===== src/rtl/game_screen_sequencer_pkg.sv =====
// game_seq_pkg: shared types and constants for the game screen sequencer.
//   state_e         : FSM state encoding (also exported on the debug port)
//   FRAMES_PER_SEC  : gameplay frames per countdown second
//   LFSR_SEED/TAPS  : snitch scheduler Galois LFSR configuration
//   SNITCH_MIN_GAP  : minimum frames between snitch windows
package game_seq_pkg;

  typedef enum logic [2:0] {
    S_LOGO    = 3'd0,
    S_READY   = 3'd1,
    S_PLAY    = 3'd2,
    S_TIMESUP = 3'd3,
    S_BOARD   = 3'd4
  } state_e;

  localparam int unsigned FRAMES_PER_SEC = 60;
  localparam logic [15:0] LFSR_SEED      = 16'hACE1;
  localparam logic [15:0] LFSR_TAPS      = 16'hB400;
  localparam int unsigned SNITCH_MIN_GAP = 120;

  function automatic logic is_onehot4(input logic [3:0] v);
    return (v != 4'b0000) && ((v & (v - 4'd1)) == 4'b0000);
  endfunction

  // Right-shifting Galois LFSR step.
  function automatic logic [15:0] lfsr_next(input logic [15:0] v);
    return {1'b0, v[15:1]} ^ (v[0] ? LFSR_TAPS : 16'h0000);
  endfunction

endpackage


===== src/rtl/game_screen_sequencer_snitch.sv =====
// snitch_scheduler: randomised snitch power-up window during gameplay.
//   clk_i, rst_ni     : pixel clock, async active-low reset
//   frame_tick_i      : one pulse per frame
//   play_i            : gameplay state in effect from the next clock
//   snitch_caught_i   : one-cycle catch pulse, closes an open window
//   snitch_powerup_o  : window active
// Only built when SNITCH_POWERUP_EN is defined.
module snitch_scheduler
  import game_seq_pkg::*;
#(
  parameter int unsigned SNITCH_FRAMES = 300
) (
  input  logic clk_i,
  input  logic rst_ni,
  input  logic frame_tick_i,
  input  logic play_i,
  input  logic snitch_caught_i,
  output logic snitch_powerup_o
);

  localparam logic [11:0] WIN_W = 12'(SNITCH_FRAMES);

  logic [15:0] lfsr_q, lfsr_d;
  logic        play_prev_q;
  logic [8:0]  gap_q, gap_d;
  logic        win_q, win_d;
  logic [11:0] wcnt_q, wcnt_d;
  logic [8:0]  gap_load;

  always_comb begin
    lfsr_d   = lfsr_next(lfsr_q);
    gap_load = 9'(SNITCH_MIN_GAP) + {1'b0, lfsr_q[7:0]};
    gap_d    = gap_q;
    win_d    = win_q;
    wcnt_d   = wcnt_q;
    // play_i is the next-state view, so the window closes on the same
    // edge that play_active falls and the entry tick is not counted.
    if (!play_i) begin
      win_d = 1'b0;
    end else if (!play_prev_q) begin
      gap_d = gap_load;
      win_d = 1'b0;
    end else if (win_q) begin
      if (snitch_caught_i) begin
        win_d = 1'b0;
        gap_d = gap_load;
      end else if (frame_tick_i) begin
        if (wcnt_q <= 12'd1) begin
          win_d = 1'b0;
          gap_d = gap_load;
        end else begin
          wcnt_d = wcnt_q - 12'd1;
        end
      end
    end else if (frame_tick_i) begin
      if (gap_q <= 9'd1) begin
        win_d  = 1'b1;
        wcnt_d = WIN_W;
      end else begin
        gap_d = gap_q - 9'd1;
      end
    end
  end

  always_ff @(posedge clk_i or negedge rst_ni) begin
    if (!rst_ni) begin
      lfsr_q      <= LFSR_SEED;
      play_prev_q <= 1'b0;
      gap_q       <= '0;
      win_q       <= 1'b0;
      wcnt_q      <= '0;
    end else begin
      lfsr_q      <= lfsr_d;
      play_prev_q <= play_i;
      gap_q       <= gap_d;
      win_q       <= win_d;
      wcnt_q      <= wcnt_d;
    end
  end

  assign snitch_powerup_o = win_q;

endmodule


===== src/rtl/game_screen_sequencer.sv =====
// game_screen_sequencer: frame-synchronous game flow controller.
// Steps logo -> get-ready -> play -> times-up -> leaderboard -> logo,
// changing screens only on frame ticks derived from iVS falling edges.
//   iVGA_CLK, iRST_n    : pixel clock, async active-low reset
//   iVS                 : active-low vertical sync
//   start_btn           : start/skip level (rising edges only)
//   two_player_req      : mode request, latched when leaving logo
//   house1, house2      : one-hot house selects
//   snitch_caught       : catch pulse
//   logo/get_ready/times_up/leaderboard/play_active : screen flags
//   two_player_mode, seconds_left, frame_tick, snitch_powerup, state
// Optional feature macro: SNITCH_POWERUP_EN (snitch window scheduling).
module game_screen_sequencer
  import game_seq_pkg::*;
#(
  parameter int unsigned LOGO_MIN_FRAMES = 60,
  parameter int unsigned READY_FRAMES    = 180,
  parameter int unsigned PLAY_SECONDS    = 60,
  parameter int unsigned TIMESUP_FRAMES  = 120,
  parameter int unsigned BOARD_FRAMES    = 600,
  parameter int unsigned SNITCH_FRAMES   = 300
) (
  input  logic       iVGA_CLK,
  input  logic       iRST_n,
  input  logic       iVS,
  input  logic       start_btn,
  input  logic       two_player_req,
  input  logic [3:0] house1,
  input  logic [3:0] house2,
  input  logic       snitch_caught,
  output logic       logo,
  output logic       get_ready,
  output logic       times_up,
  output logic       leaderboard,
  output logic       play_active,
  output logic       two_player_mode,
  output logic [7:0] seconds_left,
  output logic       frame_tick,
  output logic       snitch_powerup,
  output logic [2:0] state
);

  localparam logic [11:0] LOGO_MIN_W = 12'(LOGO_MIN_FRAMES);
  localparam logic [11:0] READY_W    = 12'(READY_FRAMES);
  localparam logic [11:0] TIMESUP_W  = 12'(TIMESUP_FRAMES);
  localparam logic [11:0] BOARD_W    = 12'(BOARD_FRAMES);
  localparam logic [7:0]  PLAY_W     = 8'(PLAY_SECONDS);
  localparam logic [5:0]  LAST_SUB   = 6'(FRAMES_PER_SEC - 1);

  state_e      state_q, state_d;
  logic        vs_prev_q, ft_q;
  logic        btn_prev_q;
  logic        pend_q, pend_d;
  logic [11:0] fcnt_q, fcnt_d;
  logic [5:0]  sub_q, sub_d;
  logic [7:0]  sec_q, sec_d;
  logic        tpm_q, tpm_d;
  logic        logo_q, ready_q, play_q, tu_q, board_q;
  logic        start_edge, start_now, house_ok;

  always_comb begin
    start_edge = start_btn & ~btn_prev_q;
    // An edge on the tick cycle itself still counts for that tick.
    start_now  = pend_q | (start_edge & ((state_q == S_LOGO) || (state_q == S_BOARD)));
    pend_d     = ft_q ? 1'b0 : start_now;
    house_ok   = is_onehot4(house1) && (!two_player_req || is_onehot4(house2));
    state_d    = state_q;
    fcnt_d     = fcnt_q;
    sub_d      = sub_q;
    sec_d      = sec_q;
    tpm_d      = tpm_q;
    if (ft_q) begin
      fcnt_d = (fcnt_q == 12'hFFF) ? fcnt_q : fcnt_q + 12'd1;
      case (state_q)
        S_LOGO: begin
          if ((fcnt_q >= LOGO_MIN_W) && start_now && house_ok) begin
            state_d = S_READY;
            tpm_d   = two_player_req;
          end
        end
        S_READY: begin
          if (fcnt_q + 12'd1 == READY_W) begin
            state_d = S_PLAY;
            sec_d   = PLAY_W;
            sub_d   = '0;
          end
        end
        S_PLAY: begin
          if (sub_q == LAST_SUB) begin
            sub_d = '0;
            if (sec_q <= 8'd1) begin
              state_d = S_TIMESUP;
              sec_d   = '0;
            end else begin
              sec_d = sec_q - 8'd1;
            end
          end else begin
            sub_d = sub_q + 6'd1;
          end
        end
        S_TIMESUP: begin
          if (fcnt_q + 12'd1 == TIMESUP_W) state_d = S_BOARD;
        end
        S_BOARD: begin
          if ((fcnt_q + 12'd1 == BOARD_W) || start_now) begin
            state_d = S_LOGO;
            tpm_d   = 1'b0;
          end
        end
        default: state_d = S_LOGO;
      endcase
      if (state_d != state_q) fcnt_d = '0;
    end
  end

  always_ff @(posedge iVGA_CLK or negedge iRST_n) begin
    if (!iRST_n) begin
      state_q    <= S_LOGO;
      vs_prev_q  <= 1'b1;
      ft_q       <= 1'b0;
      btn_prev_q <= 1'b0;
      pend_q     <= 1'b0;
      fcnt_q     <= '0;
      sub_q      <= '0;
      sec_q      <= '0;
      tpm_q      <= 1'b0;
      logo_q     <= 1'b1;
      ready_q    <= 1'b0;
      play_q     <= 1'b0;
      tu_q       <= 1'b0;
      board_q    <= 1'b0;
    end else begin
      state_q    <= state_d;
      vs_prev_q  <= iVS;
      ft_q       <= vs_prev_q & ~iVS;
      btn_prev_q <= start_btn;
      pend_q     <= pend_d;
      fcnt_q     <= fcnt_d;
      sub_q      <= sub_d;
      sec_q      <= sec_d;
      tpm_q      <= tpm_d;
      logo_q     <= (state_d == S_LOGO);
      ready_q    <= (state_d == S_READY);
      play_q     <= (state_d == S_PLAY);
      tu_q       <= (state_d == S_TIMESUP);
      board_q    <= (state_d == S_BOARD);
    end
  end

  assign logo            = logo_q;
  assign get_ready       = ready_q;
  assign play_active     = play_q;
  assign times_up        = tu_q;
  assign leaderboard     = board_q;
  assign two_player_mode = tpm_q;
  assign seconds_left    = sec_q;
  assign frame_tick      = ft_q;
  assign state           = state_q;

`ifdef SNITCH_POWERUP_EN
  snitch_scheduler #(
    .SNITCH_FRAMES(SNITCH_FRAMES)
  ) u_snitch (
    .clk_i           (iVGA_CLK),
    .rst_ni          (iRST_n),
    .frame_tick_i    (ft_q),
    .play_i          (state_d == S_PLAY),
    .snitch_caught_i (snitch_caught),
    .snitch_powerup_o(snitch_powerup)
  );
`else
  logic unused_snitch;
  assign unused_snitch  = snitch_caught | (SNITCH_FRAMES == 0);
  assign snitch_powerup = 1'b0;
`endif

endmodule


===== config.mk =====
export PLATFORM = sky130hd
export DESIGN_NAME = game_screen_sequencer
export DESIGN_NICKNAME = d
export VERILOG_FILES = /design/src/rtl/game_screen_sequencer_pkg.sv /design/src/rtl/game_screen_sequencer_snitch.sv /design/src/rtl/game_screen_sequencer.sv
export SDC_FILE = /design/constraint.sdc
export NUM_CORES = 1
export LEC_CHECK = 0
export BUFFER_PORTS_ARGS = -buffer_cell sky130_fd_sc_hd__buf_2
export CORE_AREA = 2 2 64 78
export CTS_BUF_LIST = sky130_fd_sc_hd__clkbuf_16
export DETAILED_ROUTE_END_ITERATION = 10
export DIE_AREA = 0 0 66 80
export PLACE_DENSITY = 0.83
export SLEW_MARGIN = 20
export SYNTH_ARGS = -nofsm -noshare
export SYNTH_HDL_FRONTEND = slang
export SYNTH_SLANG_ARGS = --single-unit

===== constraint.sdc =====
create_clock -name iVGA_CLK -period 3.3 [get_ports iVGA_CLK]
set_clock_uncertainty 0.15 [all_clocks]
set_input_delay 0.66 -clock iVGA_CLK [delete_from_list [all_inputs] [get_ports iVGA_CLK]]
set_output_delay 0.66 -clock iVGA_CLK [all_outputs]
set_load 0.1 [all_outputs]

==> metrics.csv <==
metric,value,unit
drt-initial-drc-count,175,
yosys-top-cells-area,"dfrtp_1 (37%), nand2_1 (4.4%), o21ai_0 (4.3%)",
powerDensity,709,mW/mm2
via_per_inst,6.48,
comb_power_share,36.2,%
synth_top_family_by_area,simple AND/OR/NAND/NOR gates,
clockPowerShare,31.2,%
clk_pin_slew,0.07,ns
power.total,2.09,mW
dieArea,0.00528,mm2
worst-r2r-cell-count,7,
synthFlopType,dfrtp_1,
r2r_end,fcnt_q[8],
start_util,55.9,%
ys_types,63,
finish.net_count,341,
syn_to_final_growth,16.3,%
wl_per_cell,17.5,um
drtAntennaViolNets,0,
critical_path_class,reg2reg,
slew_violations,0,
muxShareOfSynthArea,0.791,%
postSynthCellCount,290,
path_max_fanout,13,
cp.arrival,3.11,ns
synth_compound_area_share,24.1,%
gp_congestion,0.912,
fillers,371,
portBuffers,30,
cts_resized,0,
required,3.34,ns
cts_setup_buffers,0,
synth_seq_area_share,38.6,%
slew_headroom,39.6,%
synthAdderAreaFrac,2.96,%
via_count,2462,
ys_async_sr_fraction,100,%
cts_buffer_depth,2,
antenna_found_initial,0,
grt_max_degree,40,
period_share,93.1,%
rsz0062_at_grt,no,
yosys.area.top_type,dfrtp_1,
grt-ovfl-total,0,
setup_violations,0,
drtPass1Iterations,4,
r2r_slack,0.23,ns
finalWirelength,6640,um
design.portCount,33,
final_area,0.00295,mm2
cts_sinks,39,
synth-edff-count,0,
tns,0,ns
synth_nets,310,
fmax,0.326,GHz
worstSetupEndpointType,flip-flop,
sequentialPowerShare,32.6,%
htree_levels,2,
fin_crit,3.07,ns
hold_path_class,in2async,
cts_tree,done,
start_kind,flip-flop,
netlist_top_cells_count,"dfrtp_1 (37), nand2_1 (30), o21ai_0 (22), inv_1 (17), nor2_1 (17)",
cts_buffers,5,
clk_latency,0.29,ns
ir_worst_vdd,0.000369,V
synth_simple_gate_area_share,25.5,%
fp.dieH,80,um
drc_errors,0,
clk_root_buffer_cell,clkbuf_16,
grt_pass1_vias,2372,
grt_pass1_wl,11200,um
core_area,0.00453,mm2
r2r_start,fcnt_q[2],
synth_top_area_share,36.6,%
synth_most_common_cell,dfrtp_1,
p_int,1.23,mW
multi_input_area,0.00142,mm2
dpl.hpwl,4680,um
ys_ff_latch,39,
seqCellArea,978,um2
ys.warnings.count,0,
tightestPinTransition,0.905,ns
switching_share,41.1,%
rows,27,
synth_xor_area_share,2.42,%
p_switching,0.857,mW
drive_above_1_share,19.3,%
finalHoldViolCount,0,
cts_hold_buffers,0,
syn_area,0.00253,mm2
cap_violations,0,
grt_util_all_layers,27.4,%
p_leak,1.33,nW
antennaDiodeCount,0,
place_area,0.00275,mm2
avgSynthCellArea,8.73,um2
status,completed,
die_w,66,um
kinds of logic after synthesis:
group	count (synthesis)
other	1
adder cells (fa/ha/maj)	6
multiplexers	2
AO/OA/AOI/OAI	84
XOR/XNOR	7
AND/OR/NAND/NOR	119
flip-flops	39
buffers and inverters	32
flip-flops by register name (all words and copies together), names as in the netlist, 3 cells and up:
register and count:
state 3, fcnt_q 12, seconds_left 8, sub_q 6
metal layers:
layer	vias up	share of wire (%)	track usage, %	wire (um)
met3	29	4.8	5.22	318
met4	0	3.6	12.2	237
met5	-	0	0	0
met2	94	55	48.9	3620
met1	1202	37	31.1	2460
li1	1137	-	-	-
metrics by stage:
stage	setup WS, ns	utilization, %	hold WS (ns)	cells
2_1_floorplan	0.314	-	0.214	290
3_3_place_gp	0.340	60.7	0.340	372
3_5_place_dp	0.264	60.7	0.351	372
4_1_cts	0.244	65.1	0.326	380
5_1_grt	0.0221	65.1	0.327	380
6_report	0.228	65.1	0.328	380
layout by cell type (no fill, tap or decap), drive strengths merged, types with 5 or more instances in the layout:
cell type | synthesis | layout
buf | 7 | 39
dfrtp | 37 | 37
nand2 | 30 | 30
o21ai | 23 | 23
inv | 17 | 18
nor2 | 17 | 17
nand3 | 16 | 16
nand4 | 9 | 9
o31ai | 8 | 8
or3 | 7 | 7
a21oi | 7 | 7
a21o | 7 | 7
nand2b | 6 | 6
ha | 6 | 6
and3 | 6 | 6
o211ai | 5 | 5
clkbuf | 8 | 5
worst max-delay path by stage:
stage	slack [ns]	endpoint	start	cells past startpoint
after detailed placement	0.26	seconds_left[5]	fcnt_q[0]	8
final	0.23	fcnt_q[8]	fcnt_q[2]	7
after CTS	0.24	seconds_left[5]	fcnt_q[0]	8
after floorplan	0.31	fcnt_q[0]	seconds_left[3]	7
after global placement	0.34	seconds_left[5]	fcnt_q[0]	8
after global routing	0.02	fcnt_q[8]	fcnt_q[2]	7
power groups by stage:
stage,Sequential (mW),Combinational (mW),Clock (mW)
after global placement,0.680,0.716,0
final,0.680,0.756,0.652
after CTS,0.678,0.750,0.652
after global routing,0.698,0.815,0.670
after detailed placement,0.687,0.742,0
after floorplan,0.811,0.452,0
critical path, cell delays in order (launching register included):
cell	delay [ns]
dfrtp_1	0.54
nand4_1	0.20
nor4_1	0.40
xnor2_1	0.26
a41o_2	0.32
o21ai_1	0.44
nand2_1	0.38
o211ai_1	0.28
layout make-up:
cell class                 count  share of cell area, %
timing repair buffer          39                   7.39
tap                           58                   2.46
sequential                    39                   33.2
multi-input combinational    219                   48.1
clock inverter                 3                   2.42
inverter                      17                   2.17
clock buffer                   5                   4.25
Power figures use the tool's default switching activity.
